## src/rtl/ser_pkg.sv

```systemverilog
// Shared types and constants for the bit serializer.
package ser_pkg;

    localparam int unsigned SER_WIDTH_DEF = 8;

    typedef enum logic [1:0] {
        IDLE   = 2'b00,
        SHIFT  = 2'b01,
        PARITY = 2'b10
    } state_e;

endpackage

```

## src/rtl/bit_serializer.sv

```systemverilog
// Parallel-in, MSB-first serial-out stage feeding the sequence detector's w input.
// Define SER_PARITY_EN to append an even-parity bit after the data bits of every frame.
module bit_serializer
    import ser_pkg::*;
#(
    parameter int unsigned WIDTH      = SER_WIDTH_DEF,
    parameter logic        IDLE_LEVEL = 1'b0
) (
    input  logic             clk,
    input  logic             reset_n,
    input  logic [WIDTH-1:0] din,
    input  logic             din_valid,
    output logic             din_ready,
    output logic             w,
    output logic             w_valid,
    output logic             busy,
    output logic             frame_done
);

    localparam int unsigned      CntW     = $clog2(WIDTH);
    localparam logic [CntW-1:0]  CntLast  = CntW'(WIDTH - 1);
    localparam logic [WIDTH-1:0] IdleWord = {WIDTH{IDLE_LEVEL}};

    state_e           state_q;
    logic [WIDTH-1:0] sreg_q;
    logic [CntW-1:0]  cnt_q;
    logic             w_valid_q;
    logic             frame_done_q;
    logic             last_bit;
    logic             xfer;

`ifdef SER_PARITY_EN
    logic parity_q;
    assign last_bit = (state_q == PARITY);
`else
    assign last_bit = (state_q == SHIFT) && (cnt_q == '0);
`endif

    assign din_ready  = (state_q == IDLE) || last_bit;
    assign xfer       = din_valid && din_ready;
    // The MSB of the shift register is the bit on the wire, so w comes straight off a flop.
    assign w          = sreg_q[WIDTH-1];
    assign w_valid    = w_valid_q;
    assign frame_done = frame_done_q;
    assign busy       = (state_q != IDLE);

    always_ff @(posedge clk or negedge reset_n) begin
        if (!reset_n) begin
            state_q      <= IDLE;
            sreg_q       <= IdleWord;
            cnt_q        <= '0;
            w_valid_q    <= 1'b0;
            frame_done_q <= 1'b0;
`ifdef SER_PARITY_EN
            parity_q     <= 1'b0;
`endif
        end else if (xfer) begin
            // Accepting is only possible in IDLE or on the final bit, which gives zero-gap reloads.
            state_q      <= SHIFT;
            sreg_q       <= din;
            cnt_q        <= CntLast;
            w_valid_q    <= 1'b1;
            frame_done_q <= 1'b0;
`ifdef SER_PARITY_EN
            parity_q     <= ^din;
`endif
        end else begin
            case (state_q)
                IDLE: begin
                    state_q <= IDLE;
                end
                SHIFT: begin
                    if (cnt_q != '0) begin
                        sreg_q <= {sreg_q[WIDTH-2:0], IDLE_LEVEL};
                        cnt_q  <= cnt_q - CntW'(1);
`ifdef SER_PARITY_EN
                        frame_done_q <= 1'b0;
`else
                        frame_done_q <= (cnt_q == CntW'(1));
`endif
                    end else begin
`ifdef SER_PARITY_EN
                        state_q      <= PARITY;
                        sreg_q       <= {parity_q, IdleWord[WIDTH-2:0]};
                        frame_done_q <= 1'b1;
`else
                        state_q      <= IDLE;
                        sreg_q       <= IdleWord;
                        w_valid_q    <= 1'b0;
                        frame_done_q <= 1'b0;
`endif
                    end
                end
                default: begin
                    // PARITY with no new word, or an illegal encoding: back to a clean idle.
                    state_q      <= IDLE;
                    sreg_q       <= IdleWord;
                    cnt_q        <= '0;
                    w_valid_q    <= 1'b0;
                    frame_done_q <= 1'b0;
                end
            endcase
        end
    end

endmodule

```

## config.mk

```make
export PLATFORM = sky130hd
export DESIGN_NAME = bit_serializer
export DESIGN_NICKNAME = d
export VERILOG_FILES = /design/src/rtl/ser_pkg.sv /design/src/rtl/bit_serializer.sv
export SDC_FILE = /design/constraint.sdc
export NUM_CORES = 1
export LEC_CHECK = 0
export BUFFER_PORTS_ARGS = -buffer_cell sky130_fd_sc_hd__buf_2
export CAP_MARGIN = 30
export CELL_PAD_IN_SITES_DETAIL_PLACEMENT = 1
export CELL_PAD_IN_SITES_GLOBAL_PLACEMENT = 1
export CORE_MARGIN = 8
export CORE_UTILIZATION = 39
export DETAILED_ROUTE_END_ITERATION = 8
export PLACE_DENSITY_LB_ADDON = 0.1
export SLEW_MARGIN = 20
export SYNTH_ARGS = -nofsm -noshare
export SYNTH_HDL_FRONTEND = slang
export SYNTH_SLANG_ARGS = --single-unit
```

## constraint.sdc

```tcl
create_clock -name clk -period 1.7 [get_ports clk]
set_input_delay 0.085 -clock clk [delete_from_list [all_inputs] [get_ports clk]]
set_output_delay 0.085 -clock clk [all_outputs]
set_load 0.03 [all_outputs]
```

==> results of run 1 <==
sequential cells by signal (all words and copies together) (netlist names):
| register | flops |
|---|---|
| cnt_q | 3 |
| frame_done | 1 |
| sreg_q | 8 |
| state_q | 1 |
| w_valid | 1 |
what timing repair did:
action | CTS | global route
hold buffers | 1 | 0
endpoints found under the hold margin | 14 | 0
endpoints found under the setup margin | 0 | 8
gates resized for setup | 0 | 4
stage by stage:
step                      hold slack, ns  setup slack (ns)
final                             0.0257            0.0760
after global routing              0.0228           -0.0148
after CTS                         0.0204          0.000316
after detailed placement         0.00369            0.0929
after global placement           0.00270             0.105
after floorplan                   -0.211             0.201
metal layers:
layer | up-vias | wire length, um | global-route usage, %
met5 | - | 0 | 0
met4 | 0 | 19 | 3.21
met3 | 3 | 90 | 4.26
met2 | 13 | 734 | 17.4
met1 | 248 | 688 | 11.2
li1 | 243 | - | -
power breakdown:
part	internal (mW)	total (mW)	switching [mW]
clock network	0.131	0.241	0.110
registers	0.456	0.552	0.0966
logic	0.267	0.584	0.317
cell usage in the layout, fill, tap and decap left out:
master,netlist,routed
dfrtp_1,14,14
a21o_2,1,1
and2b_1,1,1
inv_1,2,1
ha_4,0,1
dlygate4sd3_1,0,1
ha_1,3,2
a21boi_1,1,1
and2_4,1,1
clkbuf_4,0,4
nand2b_1,1,1
nor2_1,3,3
a21oi_1,4,4
a221o_1,7,7
buf_4,0,1
nor3_1,2,2
buf_2,2,14
a32o_1,2,2
mux2i_1,1,1
clkbuf_8,0,1
inv_2,1,2
nand2b_4,1,1
and2_1,7,7
a211oi_1,2,2
cell families after synthesis:
logic type / Yosys count / share of synthesized area [%]
compound gates: 17 / 21.0
fa+ha+maj: 3 / 5.58
buf+inv: 6 / 4.83
flops: 14 / 52.0
mux: 1 / 1.49
simple gates: 16 / 15.1
critical path: stages (launching register included):
cell	delay [ns]
dfrtp_1	0.40
inv_1	0.14
ha_4	0.18
nand2b_4	0.07
and2_4	0.20
inv_2	0.07
clkbuf_4	0.18
cells in the mapped netlist:
cell type   n
a211oi_1    2
a21boi_1    1
a21o_2      1
a21oi_1     4
a221o_1     7
a32o_1      2
and2_1      7
and2_4      1
and2b_1     1
buf_2       2
buf_6       1
dfrtp_1    14
ha_1        3
inv_1       2
inv_2       1
mux2i_1     1
nand2b_1    1
nand2b_4    1
nor2_1      3
nor3_1      2
worst max path at each step:
stage / from / depth (start not counted) / end / slack [ns]
after floorplan: cnt_q[0] / 6 / sreg_q[1] / 0.20
after global placement: cnt_q[0] / 5 / sreg_q[3] / 0.10
after detailed placement: cnt_q[0] / 5 / sreg_q[6] / 0.09
after CTS: cnt_q[1] / 6 / din_ready / 0.0003
after global routing: cnt_q[1] / 6 / din_ready / -0.01
final: cnt_q[1] / 6 / din_ready / 0.08
layout make-up:
class                   instances  area share [%]
inverters                       3            1.38
repair buffers                 17            11.6
well taps                      17            2.60
clock buffers                   4            4.44
flip-flops and latches         14            42.9
multi-input cells              37            37.1
==> impl_metrics.tcl, run 1 <==
set metrics [dict create \
    antenna_found_initial 0 \
    numPortBuffers 15 \
    synth_top_area_cell "dfrtp_1" \
    hold_path_class "input port to register" \
    clock_latency_ns 0.29 \
    drtAntennaViolNets 0 \
    fp.dieH_um 57.5 \
    leakage_nw 0.411 \
    avgSynthCellArea_sq_um 11.8 \
    whs_path_depth 2 \
    finalMaxSlewViolations 0 \
    die_x_um 57.5 \
    yosysTopAreaCellShare_pct 52.0 \
    status "finished clean" \
    synth_cell_types 20 \
    post_cts.repair.setup_buffers 0 \
    finish.utilization_pct 48.9 \
    cts_sinks 14 \
    vias 507 \
    cts_tree "built" \
    synthCells 57 \
    cp.required_ns 1.62 \
    start_util_pct 40.3 \
    tightest_slew_ns 0.519 \
    period_share_pct 95.5 \
    drive_above_1_share_pct 34.7 \
    rrSetupSlack_ns 0.15 \
    yosysWarnings 0 \
    place.gp.congestion 0.657 \
    ys_top_cells_by_area "dfrtp_1 52%, a221o_1 10%, and2_1 6.5%" \
    regArea_sq_um 350 \
    synth.net_count 71 \
    ctsLongestPathBuffers 2 \
    finalSetupViolCount 0 \
    maxCapViolCount 0 \
    hold_violations 0 \
    num_io_pins 16 \
    worst_slew_margin_rel_pct 65.3 \
    start_kind "register" \
    fillers 194 \
    grt_max_degree 15 \
    cp_data_arrival_time_ns 1.54 \
    drtIter0Drc 3 \
    grt_pass1_vias 611 \
    antenna_cells 0 \
    fin_skew_ns 0.00547 \
    hold_start "din[3]" \
    drt-total-wl_mm 1.53 \
    place_inst 87 \
    dpl.hpwl_mm 1.13 \
    ys_seq_area_share_pct 52.0 \
    p_per_area_nw_per_um2 1690 \
    synth-seq-cells 14 \
    drc_errors 0 \
    final_cells 92 \
    nets 90 \
    period_needed_ns 1.62 \
    clkTransAtPathRegs_ns 0.09 \
    finalPower_mw 1.38 \
    cts-htree-levels 1 \
    design_area_sq_um 817 \
    rows 15 \
    fmaxAchievable_ghz 0.616 \
    grt.total_usage_pct 10.2 \
    critPathKind "register to output port" \
    synth_area_sq_um 673 \
    root_buffer "clkbuf_4" \
    worst_setup_path_end_kind "output port" \
    die_area_sq_um 3310 \
    cts_made_buffers 3 \
    overflow 0 \
    multi_input_area_sq_um 303 \
    path_max_fanout 10 \
    setup-tns-final_ns 0 \
    via_per_inst 5.51 \
    dr.pass1.iters 4 \
    peakVddDrop_v 0.000715 \
    reg2reg_depth 5 \
    area_growth_pct 21.4 \
    grt_pass1_wl_mm 2.66 \
    hold_end "sreg_q[3]" \
    r2r_start "cnt_q[1]" \
    dpl-instance-area_sq_um 756 \
    rr_endpoint "sreg_q[6]" \
    core_sq_um 1670 \
    wl_per_cell_um 16.7 \
]
Power figures use the tool's default switching activity.
==> inputs of run 2 (changes only) <==
--- a/config.mk
+++ b/config.mk
@@ -10,7 +10,8 @@
 export CELL_PAD_IN_SITES_DETAIL_PLACEMENT = 1
 export CELL_PAD_IN_SITES_GLOBAL_PLACEMENT = 1
 export CORE_MARGIN = 8
-export CORE_UTILIZATION = 39
+export CORE_UTILIZATION = 42
+export CTS_BUF_LIST = sky130_fd_sc_hd__clkbuf_8
 export DETAILED_ROUTE_END_ITERATION = 8
 export PLACE_DENSITY_LB_ADDON = 0.1
 export SLEW_MARGIN = 20
==> run 2 against run 1 <==
Against the previous run:
- global-route usage increased by 0.10 points
- critical endpoint unchanged
- via count shrank 2.0%
- first-iteration DRC count increased to 2.7 times the previous value
- highest routed layer is now met3
- critical path depth unchanged
- clock skew is 0.0016 ns lower
- die area fell by 5.2%
- hold slack better by 0.049 ns
- sequential share of layout area shrank 0.39 points
- sequential cell count is the same
- utilization up 5.8 points
- worst setup slack improved by 0.013 ns
- register-to-register slack better by 0.04 ns
==> impl_metrics.tcl, run 2 (synthesis gave the netlist of run 1 again) <==
set metrics [dict create \
    status "finished clean" \
    regArea_sq_um 350 \
    drive_above_1_share_pct 33.8 \
    core_sq_um 1510 \
    vias 497 \
    peakVddDrop_v 0.000823 \
    finalSetupViolCount 0 \
    worst_setup_path_end_kind "output port" \
    leakage_nw 0.413 \
    r2r_start "cnt_q[0]" \
    setup_slack_ns 0.0885 \
    finalPower_mw 1.39 \
    clock_latency_ns 0.24 \
    die_x_um 56.0 \
    period_needed_ns 1.61 \
    drt-total-wl_mm 1.54 \
    rsz0062_at_grt "false" \
    worst_slew_margin_rel_pct 75.2 \
    period_share_pct 94.8 \
    switching_share_pct 37.1 \
    dpl.hpwl_mm 1.06 \
    antenna_found_initial 0 \
    numPortBuffers 15 \
    place.gp.congestion 0.687 \
    multi_input_area_sq_um 307 \
    num_io_pins 16 \
    overflow 0 \
    drtAntennaViolNets 0 \
    hold_path_class "input port to register" \
    hold_start "din[7]" \
    cp-startpoint "cnt_q[0]" \
    largest_reg_flops 8 \
    grt_pass1_wl_mm 2.70 \
    via_per_inst 5.52 \
    path_max_fanout 10 \
    rows 14 \
    cellInternalPower_uw 876 \
    p_comb_share_pct 41.2 \
    p_seq_share_pct 39.6 \
    critPathKind "register to output port" \
    antenna_cells 0 \
    cts-htree-levels 1 \
    nets 90 \
    grt_pass1_vias 586 \
    fillers 177 \
    tightest_slew_ns 0.370 \
    clkTransAtPathRegs_ns 0.06 \
    switchingPower_uw 516 \
    setup-tns-final_ns 0 \
    start_kind "register" \
    die_area_sq_um 3140 \
    cp.required_ns 1.62 \
    ctsLongestPathBuffers 2 \
    area_growth_pct 22.5 \
    p_clk_share_pct 19.2 \
    cts_tree "built" \
    fp.dieH_um 56.0 \
    root_buffer "clkbuf_8" \
    hold_violations 0 \
    maxCapViolCount 0 \
    cp_data_arrival_time_ns 1.53 \
    fmaxAchievable_ghz 0.621 \
    dr.pass1.iters 4 \
    grt.total_usage_pct 10.3 \
    layout_common_cells "14 x dfrtp_1, 14 x buf_2, 7 x and2_1, 7 x a221o_1, 4 x a21oi_1" \
    cts_sinks 14 \
    start_util_pct 44.7 \
    cts_made_buffers 3 \
    wl_per_cell_um 17.1 \
    pre_cts_slack_ns 0.0300 \
    finalMaxSlewViolations 0 \
    largestRegisters "sreg_q: 8 flops, cnt_q: 3 flops" \
    post_cts.repair.setup_buffers 0 \
    p_per_area_nw_per_um2 1690 \
    grt_max_degree 15 \
    drc_errors 0 \
    drtIter0Drc 8 \
    largest_register "sreg_q" \
    finish.utilization_pct 54.7 \
    fin_skew_ns 0.00389 \
]
## run 2: cell count changes in the layout (fill, tap and decap cells not counted)
cell      delta
inv_2        -1
clkbuf_4     -3
a21boi_2     +1
clkbuf_8     +2
a21boi_1     -1
inv_1        +1
## run 2: final timing paths
path | end | slack (ns) | depth (start not counted)
max in group asynchronous | sreg_q[2] | 1.19 | 2
min in group asynchronous | frame_done | 0.26 | 2
max reg2reg | sreg_q[4] | 0.19 | 5
min | sreg_q[7] | 0.07 | 2
min reg2reg | frame_done | 0.48 | 1
max | din_ready | 0.09 | 6
## run 2: metal layers
metal	GRT usage (%)	wire, um	part of all wire, %	vias up
met3	3.42	68	4.4	0
met1	13.7	765	50	243
met4	3.78	0	0	0
met5	0	0	0	-
li1	-	-	-	242
met2	14.9	706	46	12
## run 2: stage by stage
step | instances | hold WS [ns] | cell area (sq um)
CTS | 90 | 0.0713 | 806
detailed placement | 86 | 0.00367 | 754
global placement | 86 | 0.00283 | 754
finish | 90 | 0.0750 | 825
global route | 90 | 0.0760 | 825
floorplan | 57 | -0.211 | 673
## run 2: area by class of cell
class | instances | share of cell area [%]
inverter | 3 | 1.37
tap | 16 | 2.43
sequential | 14 | 42.5
timing repair buffer | 17 | 11.5
clock buffer | 3 | 5.01
multi-input combinational | 37 | 37.2
## run 2: power groups by stage
stage / Combinational, mW / Sequential [mW] / Clock (mW)
global route: 0.639 / 0.569 / 0.287
detailed placement: 0.531 / 0.552 / 0
finish: 0.573 / 0.552 / 0.267
floorplan: 0.380 / 0.578 / 0
CTS: 0.539 / 0.550 / 0.276
global placement: 0.521 / 0.548 / 0
## run 2: repair_timing
item / 4_1_cts / 5_1_grt
hold buffers: 1 / 0
resized for setup: 0 / 4
setup endpoints to repair: 0 / 8
endpoints found under the hold margin: 14 / 0
## run 2: critical path, stage by stage, from the launching register on
cell and delay (ns):
dfrtp_1 0.42, inv_1 0.14, ha_4 0.18, nand2b_4 0.08, and2_4 0.20, inv_2 0.07
clkbuf_4 0.18
